**config.mk**
```make
export PLATFORM = sky130hd
export DESIGN_NAME = gp_debounce
export DESIGN_NICKNAME = d
export VERILOG_FILES = /design/src/rtl/gp_debounce_pkg.sv /design/src/rtl/gp_sync.sv /design/src/rtl/gp_debounce.sv
export SDC_FILE = /design/constraint.sdc
export NUM_CORES = 1
export LEC_CHECK = 0
export BUFFER_PORTS_ARGS = -buffer_cell sky130_fd_sc_hd__buf_2
export CAP_MARGIN = 20
export CORE_AREA = 10 10 47 49
export CTS_CLUSTER_DIAMETER = 50
export DETAILED_ROUTE_END_ITERATION = 8
export DIE_AREA = 0 0 57 59
export PLACE_DENSITY = 0.6
export SYNTH_ARGS = -nofsm -noshare
export SYNTH_HDL_FRONTEND = slang
export SYNTH_SLANG_ARGS = --single-unit
```
**constraint.sdc**
```tcl
create_clock -name clk -period 1.5 [get_ports clk]
set_clock_uncertainty 0.15 [all_clocks]
set_input_delay 0.15 -clock clk [delete_from_list [all_inputs] [get_ports clk]]
set_output_delay 0.15 -clock clk [all_outputs]
set_load 0.02 [all_outputs]
```
**src/rtl/gp_debounce_pkg.sv**
```systemverilog
// gp_debounce_pkg: shared types and helpers for the gp_debounce input conditioner.
package gp_debounce_pkg;

   // Debounce FSM encoding: base levels and their "checking" states
   typedef enum logic [1:0] {
      ST_LO     = 2'd0,
      ST_CHK_HI = 2'd1,
      ST_HI     = 2'd2,
      ST_CHK_LO = 2'd3
   } state_t;

   // Largest stability window the counter is ever sized for
   localparam int GP_DEBOUNCE_MAX_CYCLES = 255;

   // Counter width: enough to hold DEBOUNCE_CYCLES-1, never narrower than 1 bit
   function automatic int cnt_width(input int cycles);
      int w;
      w = $clog2(cycles);
      return (w < 1) ? 1 : w;
   endfunction

endpackage

```
**src/rtl/gp_sync.sv**
```systemverilog
// gp_sync: SYNC_STAGES-deep flop chain that brings an asynchronous pin into clk.
// Asynchronous active-low clear, every stage clears to 0.
module gp_sync #(
   parameter int SYNC_STAGES = 2
) (
   input  logic clk,
   input  logic clr,
   input  logic d,
   output logic q
);

   logic [SYNC_STAGES-1:0] stage_reg;

   genvar gi;
   generate
      for (gi = 0; gi < SYNC_STAGES; gi++) begin : g_stage
         logic stage_in;
         if (gi == 0) begin : g_first
            assign stage_in = d;
         end else begin : g_next
            assign stage_in = stage_reg[gi-1];
         end
         // One synchroniser flop; the first stage is the only sampler of the raw pin
         always_ff @(posedge clk or negedge clr) begin
            if (!clr) stage_reg[gi] <= 1'b0;
            else      stage_reg[gi] <= stage_in;
         end
      end
   endgenerate

   assign q = stage_reg[SYNC_STAGES-1];

endmodule

```
**src/rtl/gp_debounce.sv**
```systemverilog
// gp_debounce: synchronise and debounce a raw pin; q changes only after the new
// level has been stable for DEBOUNCE_CYCLES synchronised clocks.
// Optional macro GP_DEBOUNCE_EDGE_EN enables registered rise/fall pulses;
// without it rise/fall are tied low and no edge registers exist.
module gp_debounce
   import gp_debounce_pkg::*;
#(
   parameter int DEBOUNCE_CYCLES = 4,
   parameter int SYNC_STAGES     = 2
) (
   input  logic clk,
   input  logic clr,
   input  logic d,
   output logic q,
   output logic rise,
   output logic fall
);

   localparam int             CNT_W    = cnt_width(DEBOUNCE_CYCLES);
   localparam logic [CNT_W-1:0] CNT_LAST = CNT_W'(DEBOUNCE_CYCLES - 1);

   localparam logic [1:0] LO     = ST_LO;
   localparam logic [1:0] CHK_HI = ST_CHK_HI;
   localparam logic [1:0] HI     = ST_HI;
   localparam logic [1:0] CHK_LO = ST_CHK_LO;

   logic             d_s;
   logic [1:0]       state_reg, state_next;
   logic [CNT_W-1:0] cnt_reg, cnt_next;
   logic             q_reg, q_next;

   gp_sync #(.SYNC_STAGES(SYNC_STAGES)) u_sync (
      .clk (clk),
      .clr (clr),
      .d   (d),
      .q   (d_s)
   );

   // Next-state logic: a CHK state either confirms the new level, or falls back on a glitch
   always_comb begin
      state_next = state_reg;
      cnt_next   = cnt_reg;
      q_next     = q_reg;
      case (state_reg)
         LO: begin
            q_next = 1'b0;
            if (d_s) begin
               state_next = CHK_HI;
               cnt_next   = '0;
            end
         end
         CHK_HI: begin
            if (!d_s) begin
               state_next = LO;
            end else if (cnt_reg == CNT_LAST) begin
               state_next = HI;
               q_next     = 1'b1;
            end else begin
               // only reached below CNT_LAST, so the counter cannot wrap
               cnt_next = cnt_reg + 1'b1;
            end
         end
         HI: begin
            q_next = 1'b1;
            if (!d_s) begin
               state_next = CHK_LO;
               cnt_next   = '0;
            end
         end
         CHK_LO: begin
            if (d_s) begin
               state_next = HI;
            end else if (cnt_reg == CNT_LAST) begin
               state_next = LO;
               q_next     = 1'b0;
            end else begin
               cnt_next = cnt_reg + 1'b1;
            end
         end
         default: begin
            state_next = LO;
            cnt_next   = '0;
            q_next     = 1'b0;
         end
      endcase
   end

   // State, counter and output level registers; clear abandons any count in progress
   always_ff @(posedge clk or negedge clr) begin
      if (!clr) begin
         state_reg <= LO;
         cnt_reg   <= '0;
         q_reg     <= 1'b0;
      end else begin
         state_reg <= state_next;
         cnt_reg   <= cnt_next;
         q_reg     <= q_next;
      end
   end

   assign q = q_reg;

`ifdef GP_DEBOUNCE_EDGE_EN
   logic rise_reg, fall_reg;

   // Edge pulses registered on the same edge as q, so they line up with the new level
   always_ff @(posedge clk or negedge clr) begin
      if (!clr) begin
         rise_reg <= 1'b0;
         fall_reg <= 1'b0;
      end else begin
         rise_reg <= q_next & ~q_reg;
         fall_reg <= ~q_next & q_reg;
      end
   end

   assign rise = rise_reg;
   assign fall = fall_reg;
`else
   assign rise = 1'b0;
   assign fall = 1'b0;
`endif

endmodule

```
Yosys cells after proc, flatten, opt, wreduce, memory -nomap -nowiden
Index checks and enable logic that the tools add are counted. Widths: inputs -> output; s select.

Add/sub/neg operators: 1. Equality and inequality tests: 12. Muxes and demuxes: 18. Reductions and logical operators: 4.

Operator list (number): $mux 2 (11); $pmux 2 s4 (2); $reduce_and 4->1 (3); $ne 2x2->1 const B (4); $eq 2x2->1 const B (3); $mux 1 (4); $ne 2x1->1 const B (2); $pmux 1 s4 (1); $ne 3x2->1 const B (1); $ne 3x3->1 const B (1); $add 2x1->2 const B (1); $eq 2x1->1 const B (1); $logic_not 2->1 (1).

Bits in registers: 7. Bits of input ports: 3. Output and inout bits: 3. Logic and storage cells: 40.

Depth between registers and ports, before layout
Gate-level depths: netlist (run 1).

Word-level depth: 4. Depth in mapped cells: 5. Mapped depth without buffers: 5.

By module
Synthesis (run 1) repeated with hierarchy kept, for this count alone.

Cells, all modules: 48. Area total of the unflattened synthesis: 511.7 µm².

Modules (own cells, without submodules): gp_debounce (instances 1, cells an instance 46, area each 461.7 µm², seq. area each 125.1 µm²); gp_sync (instances 1, cells an instance 2, area each 50.0 µm², seq. area each 50.0 µm²).

Least setup slack after synthesis (run 1)
Ideal clock, no wire load.

Path type: flip-flop to flip-flop. Start: reg state_reg[0]. End: reg cnt_reg[0]. Library setup time: 0.125 ns. Arrival time: 1.395 ns. Required time: 1.225 ns. Setup slack: -0.170 ns. Cell stages (with the launch flop): 6. Path buffers: 0. Clock period less this slack: 1.670 ns. Cells stage by stage: dfrtp_1 inv_1 ha_1 mux2i_1 a211oi_2 mux2_4.

Cells in the longest elaborated chain, start to end: 3. Elaborated cells on any way between the ends: 10. Classes of those cells: eq/ne (7); mux (1); reduce/logical (2).

RTL lines: from (decl) (line gp_debounce.sv:28) `logic [1:0] state_reg, state_next;`; from (signal assigned) (line gp_debounce.sv:95) `state_reg <= state_next;`; $eq 2x1->1, or another cell as far along (line gp_debounce.sv:44) `case (state_reg)`; $ne 2x1->1 (no line) / $ne 2x2->1 (equally long branches); $reduce_and 4->1 (no line); to (signal assigned) (line gp_debounce.sv:96) `cnt_reg <= cnt_next;`; to (decl) (line gp_debounce.sv:29) `logic [CNT_W-1:0] cnt_reg, cnt_next;`.

Parallel ways exist; a longest one is shown, timed or not. A chain may end at the register's enable or synchronous reset.

Worst setup path in the final report (run 1)
Same ends and word-level chain as after synthesis.

==> summary.md, run 1 <==
| Metric | Value |
|---|---|
| Gr ovfl total | 0 |
| Asr flop ratio synth | 100% |
| Fin. Hold Viols | 0 |
| Ratio of cells with drive above 1 in the final layout | 50.8% |
| Final period utilization | 110% |
| #FFs+latches synth | 7 |
| Sequential area share after synthesis | 39.0% |
| Drt via density | 4.49 |
| Final WL | 892 um |
| Num rows | 14 |
| Num CTS Buffers | 3 |
| Worst-Skew Late Latency | 240 ps |
| Max Cap Viol | 0 |
| DIE AREA | around 3400 sq um |
| IO buf count | 3 |
| Gate Count Post-Synth | 42 |
| Clk sink count | 7 |
| Post-route ant nets | 0 |
| Most frequent cells after synthesis | 7 x dfrtp_1, 5 x ha_1, 4 x inv_1, 4 x mux2i_1, 4 x nand2_1 |
| Post-Syn Area | between 400 and 500 sq um |
| Core area | 1400 sq um |
| Clk Tree Root Cell | clkbuf_4 |
| Number of antenna violations at the first check in global routing | 0 |
| Distinct cell type count after synthesis | 17 |
| Mean area per synthesized cell | 10.7 sq um |
| Slew Limit Fails | 0 |
| Fin worst setup slack | -151 ps |
| Worst VDD drop | 987 uV |
| I/O pin count | 6 |
| Most numerous cell in the Yosys netlist | dfrtp_1 |
| Area leader, netlist | dfrtp_1 |
| Top-area cell type share of the netlist area | ~40% |
| EDFF count, synth | 0 |
| Vias in the first global route | 398 |
| GRT Util Overall | 6.12% |
| Die H | 59 um |
| Die width | 57 um |
| Power Density | about 2200 nW/um^2 |
| Top_reg_cell synth | dfrtp_1 |
| Final Instance Count excl. Fillers | 77 |
| Number of DRC markers in iteration 0 | 0 |
| Clock buffer depth | 2 |
| Outcome | finished with violations |
| First-pass GRT wire length | 1.60 mm |
| Starting Density | 32.1% |
| DRC | 0 |
| Critical Path RT | roughly 1500 ps |
| Ranking of synthesized cells by area | dfrtp_1 39%, ha_1 14%, mux2i_1 8.9% |
| Drt wl/cell | 11.6 um |
| CP Data Arrival Time | 1630 ps |
| Clock-pin slew on the worst setup and hold paths | 50 ps |
| CP startpoint | state_reg[0] |
| RSZ-0062 raised after global routing | true |
| Gp weighted congestion | 0.708 |
| CTS tree | yes |
| H-tree depth | 1 |
| Layout Nets | 70 |
| Syn-to-layout area delta | 49.0% |
| Final Critical Period | 1650 ps |
| Yosys warns | 0 |
| Crit path capture type | flip-flop |
| F_max | around 610 MHz |
| Critical Setup Path Class | reg2reg |
| Final HPWL DP | ~720 um |
| Hold Path Class | in2async |
| Failing checks | setup timing |
| Antenna Cells | 0 |
| Final setup viols | 3 |
| Startpoint type of the worst setup path | flip-flop |
| Inst Count DP | 69 |
| Pre-CTS setup slack | -188 ps |
| Crit Path Max Fanout | 4 |
| Vias | 346 |
| Startpoint of the worst register-to-register path | state_reg[0] |
| Leak Pwr | 0.307 nW |
| Largest net degree at the start of global routing | 8 |
| Initial DRT Pass Iterations | 1 |
-- path summary, 6_finish.rpt --
| path | end | slack [ps] | cells after the start |
|---|---|---|---|
| min in group clk | u_sync.q | 190 | 0 |
| max in group asynchronous | state_reg[0] | 920 | 2 |
| hold reg to reg | u_sync.q | 190 | 0 |
| setup reg to reg | cnt_reg[0] | -150 | 5 |
| hold / removal | cnt_reg[1] | 120 | 2 |
| setup / recovery | cnt_reg[0] | -150 | 5 |
-- critical path, cell delays in order, from the launching register on --
cell and delay, ps:
dfrtp_2 430, inv_4 90, ha_4 160, mux2i_1 80, a211oi_2 290, mux2_4 330
-- cell families after synthesis --
| kind of cell | share of synthesized area (%) |
|---|---|
| AO/OA/AOI/OAI | 10.3 |
| adder cells (fa/ha/maj) | 13.9 |
| buffers and inverters | 9.19 |
| flip-flops | 39.0 |
| multiplexers | 14.8 |
| other | 0.835 |
| AND/OR/NAND/NOR | 12.0 |
-- metal layers --
metal,routed length (um),vias up,part of all wire [%],global-route usage [%]
li1,-,177,-,-
met1,396,163,44,6.12
met2,459,4,51,9.92
met3,32,2,3.6,2.36
met4,4,0,0.45,5.03
met5,0,-,0,0
-- cell type report --
class / count / area [sq um]
sequential: 7 / 176
multi-input combinational: 29 / 304
clock buffer: 4 / 26.3
inverter: 4 / 17.5
fill: 143 / 732
timing repair buffer: 17 / 125
tap: 16 / 20.0
-- per-stage QoR --
step,hold WS (ps),setup TNS [ps],power [mW],util (%),cell area [sq um]
global placement,-163,-410,1.16,41.4,581
global route,115,-768,1.59,47.8,669
CTS,113,-388,1.44,47.2,662
detailed placement,-163,-389,1.17,41.4,581
floorplan,-296,-131,0.862,-,497
finish,116,-351,1.45,47.8,669
-- what timing repair did --
item / in CTS / in global routing
gates resized for setup: 5 / 0
hold buffers: 2 / 0
buffers inserted: 1 / 1
setup endpoints to repair: 3 / 5
hold endpoints to repair: 8 / 0
pin swaps: 4 / 1
-- placed cells by master, fill, tap and decap left out, types with 3 or more instances in the layout --
cell type	instances
a21oi_1	3
buf_2	3
buf_4	12
clkbuf_4	3
dfrtp_1	6
ha_4	3
mux2i_1	4
nand2_1	4
-- power breakdown --
part | switching, mW | total, mW | internal [mW]
combinational | 0.439 | 0.966 | 0.527
sequential | 0.0583 | 0.322 | 0.263
clock | 0.0613 | 0.162 | 0.101
total | 0.559 | 1.45 | 0.891
Power figures use the tool's default switching activity.
==> run 2, diff against run 1 <==
--- a/config.mk
+++ b/config.mk
@@ -11,7 +11,8 @@
 export CTS_CLUSTER_DIAMETER = 50
 export DETAILED_ROUTE_END_ITERATION = 8
 export DIE_AREA = 0 0 57 59
-export PLACE_DENSITY = 0.6
+export MAX_ROUTING_LAYER = met4
+export PLACE_DENSITY = 0.64
 export SYNTH_ARGS = -nofsm -noshare
 export SYNTH_HDL_FRONTEND = slang
 export SYNTH_SLANG_ARGS = --single-unit
==> summary.md, run 2 (same netlist as run 1, synthesis figures left out) <==
| Metric | Value |
|---|---|
| R2R depth | 5 (unchanged) |
| Seq pwr share | 20.8% (was 22.2%) |
| Vias in the first global route | 368 (was 398) |
| CTS tree | yes (unchanged) |
| Largest net degree at the start of global routing | 8 (unchanged) |
| Ratio of cells with drive above 1 in the final layout | 63.5% (was 50.8%) |
| Crit Path Max Fanout | 4 (unchanged) |
| Die H | 59 um (unchanged) |
| Starting Density | 32.1% (unchanged) |
| F_max | 584 MHz (was 606 MHz) |
| # fillers | 125 (was 143) |
| Syn-to-layout area delta | 57.4% (was 49.0%) |
| DRC | 0 (unchanged) |
| Drt wl/cell | 11.4 um (was 11.6 um) |
| Final period utilization | 114% (was 110%) |
| Met3 Track Usage GR | 0.858% (was 2.36%) |
| Drt via density | 4.32 (was 4.49) |
| Core area | 1400 sq um (unchanged) |
| CP delay by family, top | flip-flops (unchanged) |
| Crit-path cells | buf_4 -> ha_4 -> nor4_2 -> a211oi_2 -> mux2_4 (was inv_4 -> ha_4 -> mux2i_1 -> a211oi_2 -> mux2_4) |
| Clock buffer depth | 2 (unchanged) |
| Final setup viols | 3 (unchanged) |
| Clk sink count | 7 (unchanged) |
| Crit path capture type | flip-flop (unchanged) |
| Initial DRT Pass Iterations | 3 (was 1) |
| Post-route ant nets | 0 (unchanged) |
| RSZ-0062 raised after global routing | true (unchanged) |
| Number of DRC markers in iteration 0 | 4 (was 0) |
| Gp weighted congestion | 0.686 (was 0.708) |
| Slowest CP cell | dfrtp_2 (unchanged) |
| Num CTS Buffers | 3 (unchanged) |
| Met1 global-route usage | 5.55% (was 6.12%) |
| Psw | 586 uW (was 559 uW) |
| Gr ovfl total | 0 (unchanged) |
| I/O pin count | 6 (unchanged) |
| Post-Route Setup TNS | -496 ps (was -351 ps) |
| GR peak layer | met2 (unchanged) |
| Core Util, Final | 50.4% (was 47.8%) |
| Buf/Inv on CP | 1 (unchanged) |
| Pre-CTS setup slack | -169 ps (was -188 ps) |
| Worst-Skew Late Latency | 240 ps (about the same) |
| Area of the multi-input gates | 319 sq um (was 304 sq um) |
| Cell-internal power | 1.00 mW (was 891 uW) |
| Final HPWL DP | 680 um (was 719 um) |
| IO buf count | 3 (unchanged) |
| Failing checks | setup timing (unchanged) |
| FF-to-FF End | cnt_reg[0] (unchanged) |
| Startpoint of the worst register-to-register path | state_reg[0] (unchanged) |
| H-tree depth | 1 (unchanged) |
| Met2 Use GR | 9.77% (was 9.92%) |
| Reg area | 178 sq um (was 176 sq um) |
| Fin worst setup slack | -212 ps (was -151 ps) |
| Num rows | 14 (unchanged) |
| Layout Nets | 72 (was 70) |
| Final Critical Period | 1710 ps (was 1650 ps) |
| Number of antenna violations at the first check in global routing | 0 (unchanged) |
| Hold Path Class | in2async (unchanged) |
| GRT Util Overall | 5.72% (was 6.12%) |
| Crit path largest cell delay | 430 ps (about the same) |
| Critical Path RT | 1470 ps (was 1480 ps) |
| Clock power share | 10.0% (was 11.2%) |
| Clock-pin slew on the worst setup and hold paths | 50 ps (about the same) |
| Outcome | finished with violations (unchanged) |
| First-pass GRT wire length | 1.46 mm (was 1.60 mm) |
| Leak Pwr | 0.319 nW (was 0.307 nW) |
| Commonest cells after routing, fill and taps aside | 13 x buf_4, 5 x dfrtp_1, 4 x nand2_1, 4 x ha_4 (was 12 x buf_4, 6 x dfrtp_1, 4 x nand2_1, 4 x mux2i_1) |
| CP Data Arrival Time | 1680 ps (was 1630 ps) |
| DIE AREA | 3360 sq um (unchanged) |
| Power Density | 2250 nW/um^2 (was 2170 nW/um^2) |
| R2R Setup Slk | -210 ps (was -150 ps) |
| Worst VDD drop | 1060 uV (was 987 uV) |
| Antenna Cells | 0 (unchanged) |
| Max Cap Viol | 0 (unchanged) |
| Clk Tree Root Cell | clkbuf_4 (unchanged) |
| Die width | 57 um (unchanged) |
| Critical Setup Path Class | reg2reg (unchanged) |
| Slew Limit Fails | 0 (unchanged) |
| Startpoint type of the worst setup path | flip-flop (unchanged) |
| Vias | 341 (was 346) |
| Commonest non-fill, non-tap cell in the layout | buf_4 (unchanged) |
| Switching share of total power | 36.9% (was 38.5%) |
| Gate power share | 69.2% (was 66.6%) |
| Final WL | 903 um (was 892 um) |
| Fin. Hold Viols | 0 (unchanged) |
run 2: how the worst max path moves through the flow:
stage	from	end	slack (ps)	depth (start not counted)
after global routing	state_reg[0]	cnt_reg[1]	-270	6
after CTS	state_reg[0]	cnt_reg[0]	-160	5
after floorplan	state_reg[0]	cnt_reg[0]	-130	5
after detailed placement	flip-flop	cnt_reg[0]	-170	5
after global placement	state_reg[0]	cnt_reg[0]	-150	5
final	state_reg[0]	cnt_reg[0]	-210	5
run 2: stage by stage:
step | hold slack [ps] | std cells | instance area [sq um] | total power, mW
CTS | 103 | 75 | 654 | 1.45
global placement | -169 | 69 | 581 | 1.16
finish | 133 | 79 | 707 | 1.59
floorplan | -296 | 43 | 497 | 0.862
detailed placement | -168 | 69 | 581 | 1.19
global route | 119 | 79 | 707 | 1.72
run 2: per-layer routing:
metal	part of all wire, %	vias to the layer above
li1	-	179
met1	46	157
met2	52	5
met3	2.0	0
met4	0	0
met5	0	-
run 2: cell type report:
type	count	share of cell area (%)
Tap cell	16	2.83
Clock buffer	4	3.72
Sequential cell	7	25.1
Multi-Input combinational cell	29	45.1
Timing Repair Buffer	19	20.4
Inverter	4	2.83
run 2: what timing repair did:
item,in CTS,in global routing
pin swaps,3,1
hold endpoints to repair,8,0
gates resized for setup,8,6
endpoints found under the setup margin,4,5
hold buffers,2,0
setup buffers,1,4
run 2: worst reg2reg max path, delay by kind of cell, from the launching register on:
family | cells | cell delay [ps]
buffers and inverters | 1 | 150
DFF | 1 | 430
and+or+nand+nor | 1 | 290
muxes | 1 | 310
adders and majority gates | 1 | 170
AOI/OAI and AO/OA | 1 | 90
run 2: power groups by stage:
stage	Clock, mW	Combinational (mW)	Sequential (mW)
final	0.159	1.10	0.330
after global routing	0.181	1.20	0.339
after CTS	0.168	0.931	0.352
after detailed placement	0	0.853	0.336
after global placement	0	0.824	0.333
after floorplan	0	0.514	0.348
==> run 3, diff against run 2 <==
--- a/config.mk
+++ b/config.mk
@@ -12,7 +12,7 @@
 export DETAILED_ROUTE_END_ITERATION = 8
 export DIE_AREA = 0 0 57 59
 export MAX_ROUTING_LAYER = met4
-export PLACE_DENSITY = 0.64
+export PLACE_DENSITY = 0.62
 export SYNTH_ARGS = -nofsm -noshare
 export SYNTH_HDL_FRONTEND = slang
 export SYNTH_SLANG_ARGS = --single-unit
==> constraint.sdc (replaced) <==
create_clock -name clk -period 2.2 [get_ports clk]
set_clock_uncertainty 0.15 [all_clocks]
set_input_delay 0.22 -clock clk [delete_from_list [all_inputs] [get_ports clk]]
set_output_delay 0.22 -clock clk [all_outputs]
set_load 0.02 [all_outputs]
==> summary.md, run 3 (same netlist as run 1, synthesis figures left out) <==
| Metric | Value |
|---|---|
| Outcome | completed (was finished with violations) |
| Critical Setup Path Class | reg2reg (unchanged) |
| Num rows | 14 (unchanged) |
| F_max | 550 MHz (was 584 MHz) |
| Drt wl/cell | 10.8 um (was 11.4 um) |
| Critical Path RT | 2180 ps (was 1470 ps) |
| Die width | 57 um (unchanged) |
| Worst VDD drop | 528 uV (was 1060 uV) |
| Ratio of cells with drive above 1 in the final layout | 20.4% (was 63.5%) |
| CP Data Arrival Time | 1800 ps (was 1680 ps) |
| Fin area | 508 sq um (was 707 sq um) |
| Clock buffer depth | 2 (unchanged) |
| RSZ-0062 raised after global routing | false (was true) |
| Final HPWL DP | 553 um (was 680 um) |
| Fin. Hold Viols | 0 (unchanged) |
| Number of DRC markers in iteration 0 | 5 (was 4) |
| Worst-Skew Late Latency | 250 ps (was 240 ps) |
| Final Critical Period | 1820 ps (was 1710 ps) |
| Crit-path cells | inv_1 -> ha_1 -> mux2i_1 -> a211oi_2 -> mux2_4 (was buf_4 -> ha_4 -> nor4_2 -> a211oi_2 -> mux2_4) |
| Starting Density | 32.1% (unchanged) |
| Power Density | 1390 nW/um^2 (was 2250 nW/um^2) |
| Crit path largest cell delay | 420 ps (was 430 ps) |
| I/O pin count | 6 (unchanged) |
| Slowest CP cell | dfrtp_1 (was dfrtp_2) |
| Post-route ant nets | 0 (unchanged) |
| Clock-pin slew on the worst setup and hold paths | 50 ps (about the same) |
| Commonest cells after routing, fill and taps aside | 7 x dfrtp_1, 5 x ha_1, 4 x inv_1, 4 x nand2_1, 4 x mux2i_1 (was 13 x buf_4, 5 x dfrtp_1, 4 x nand2_1, 4 x ha_4) |
| Layout Nets | 58 (was 72) |
| Num CTS Buffers | 3 (unchanged) |
| Setup Buffers After CTS | 0 (was 1) |
| Hold Path Class | in2async (unchanged) |
| DIE AREA | 3360 sq um (unchanged) |
| Final period utilization | 82.6% (was 114%) |
| Gp weighted congestion | 0.780 (was 0.686) |
| Vias | 292 (was 341) |
| CTS tree | yes (unchanged) |
| Startpoint type of the worst setup path | flip-flop (unchanged) |
| Drt via density | 4.49 (was 4.32) |
| Post-Route Setup TNS | 0 ps (was -496 ps) |
| Clk sink count | 7 (unchanged) |
| Core area | 1400 sq um (unchanged) |
| Final WL | 701 um (was 903 um) |
| Initial DRT Pass Iterations | 4 (was 3) |
| Syn-to-layout area delta | 13.1% (was 57.4%) |
| Final Instance Count excl. Fillers | 65 (was 79) |
| H-tree depth | 1 (unchanged) |
| Crit path capture type | flip-flop (unchanged) |
| DRC | 0 (unchanged) |
| Gr ovfl total | 0 (unchanged) |
| IO buf count | 3 (unchanged) |
| Vias in the first global route | 295 (was 368) |
| Area after DPL | 462 sq um (was 581 sq um) |
| Leak Pwr | 0.246 nW (was 0.319 nW) |
| Antenna Cells | 0 (unchanged) |
| Core Util, Final | 36.3% (was 50.4%) |
| Final setup viols | 0 (was 3) |
| Commonest non-fill, non-tap cell in the layout | dfrtp_1 (was buf_4) |
| Crit Path Max Fanout | 5 (was 4) |
| Largest net degree at the start of global routing | 8 (unchanged) |
| First-pass GRT wire length | 1.16 mm (was 1.46 mm) |
| Die H | 59 um (unchanged) |
| Slew Limit Fails | 0 (unchanged) |
| Inst Count DP | 59 (was 69) |
| Clk Tree Root Cell | clkbuf_4 (unchanged) |
| Number of antenna violations at the first check in global routing | 0 (unchanged) |
| Max Cap Viol | 0 (unchanged) |
| GRT Util Overall | 4.51% (was 5.72%) |
-- run 3: path summary, 6_finish.rpt --
check	start	endpoint	slack (ps)	cells past startpoint
setup reg to reg	state_reg[0]	cnt_reg[0]	380	5
min in group clk	u_sync.g_stage[1].stage_in	u_sync.q	200	0
max in group asynchronous	clr	cnt_reg[0]	1550	2
hold reg to reg	u_sync.g_stage[1].stage_in	u_sync.q	200	0
setup / recovery	state_reg[0]	cnt_reg[0]	380	5
hold / removal	clr	u_sync.q	200	2
-- run 3: cell type report --
cell class / instances / area [sq um]
Fill cell: 146 / 893
Multi-Input combinational cell: 29 / 236
Sequential cell: 7 / 175
Timing Repair Buffer: 5 / 35.0
Clock buffer: 4 / 26.3
Tap cell: 16 / 20.0
Inverter: 4 / 15.0
-- run 3: what timing repair did --
action | 4_1_cts | 5_1_grt
hold buffers | 2 | 0
gates resized for setup | 0 | 0
hold endpoints to repair | 8 | 0
-- run 3: report_power, final --
part / switching (mW) / total (mW) / internal (mW)
clock network: 0.0461 / 0.115 / 0.0691
registers: 0.0364 / 0.214 / 0.178
logic: 0.201 / 0.378 / 0.177
-- run 3: per-layer routing --
layer,global-route usage [%],wire [um],vias to the layer above
li1,-,-,153
met1,5.05,355,135
met2,6.36,322,4
met3,1.29,23,0
met4,4.03,0,0
met5,-,0,-
-- run 3: worst max-delay path, delay by kind of cell, from the launching register on --
family	cells	cell delay, ps
flops	1	420
fa+ha+maj	1	250
mux	2	440
buf+inv	1	150
compound gates	1	280
-- run 3: per-stage QoR --
step           total power, mW  setup slack (ps)  hold WS, ps
5_1_grt                  0.779               299          197
6_report                 0.707               382          197
3_5_place_dp             0.592               385        -85.0
2_1_floorplan            0.526               530         -226
4_1_cts                  0.715               376          180
3_3_place_gp             0.592               392        -87.8
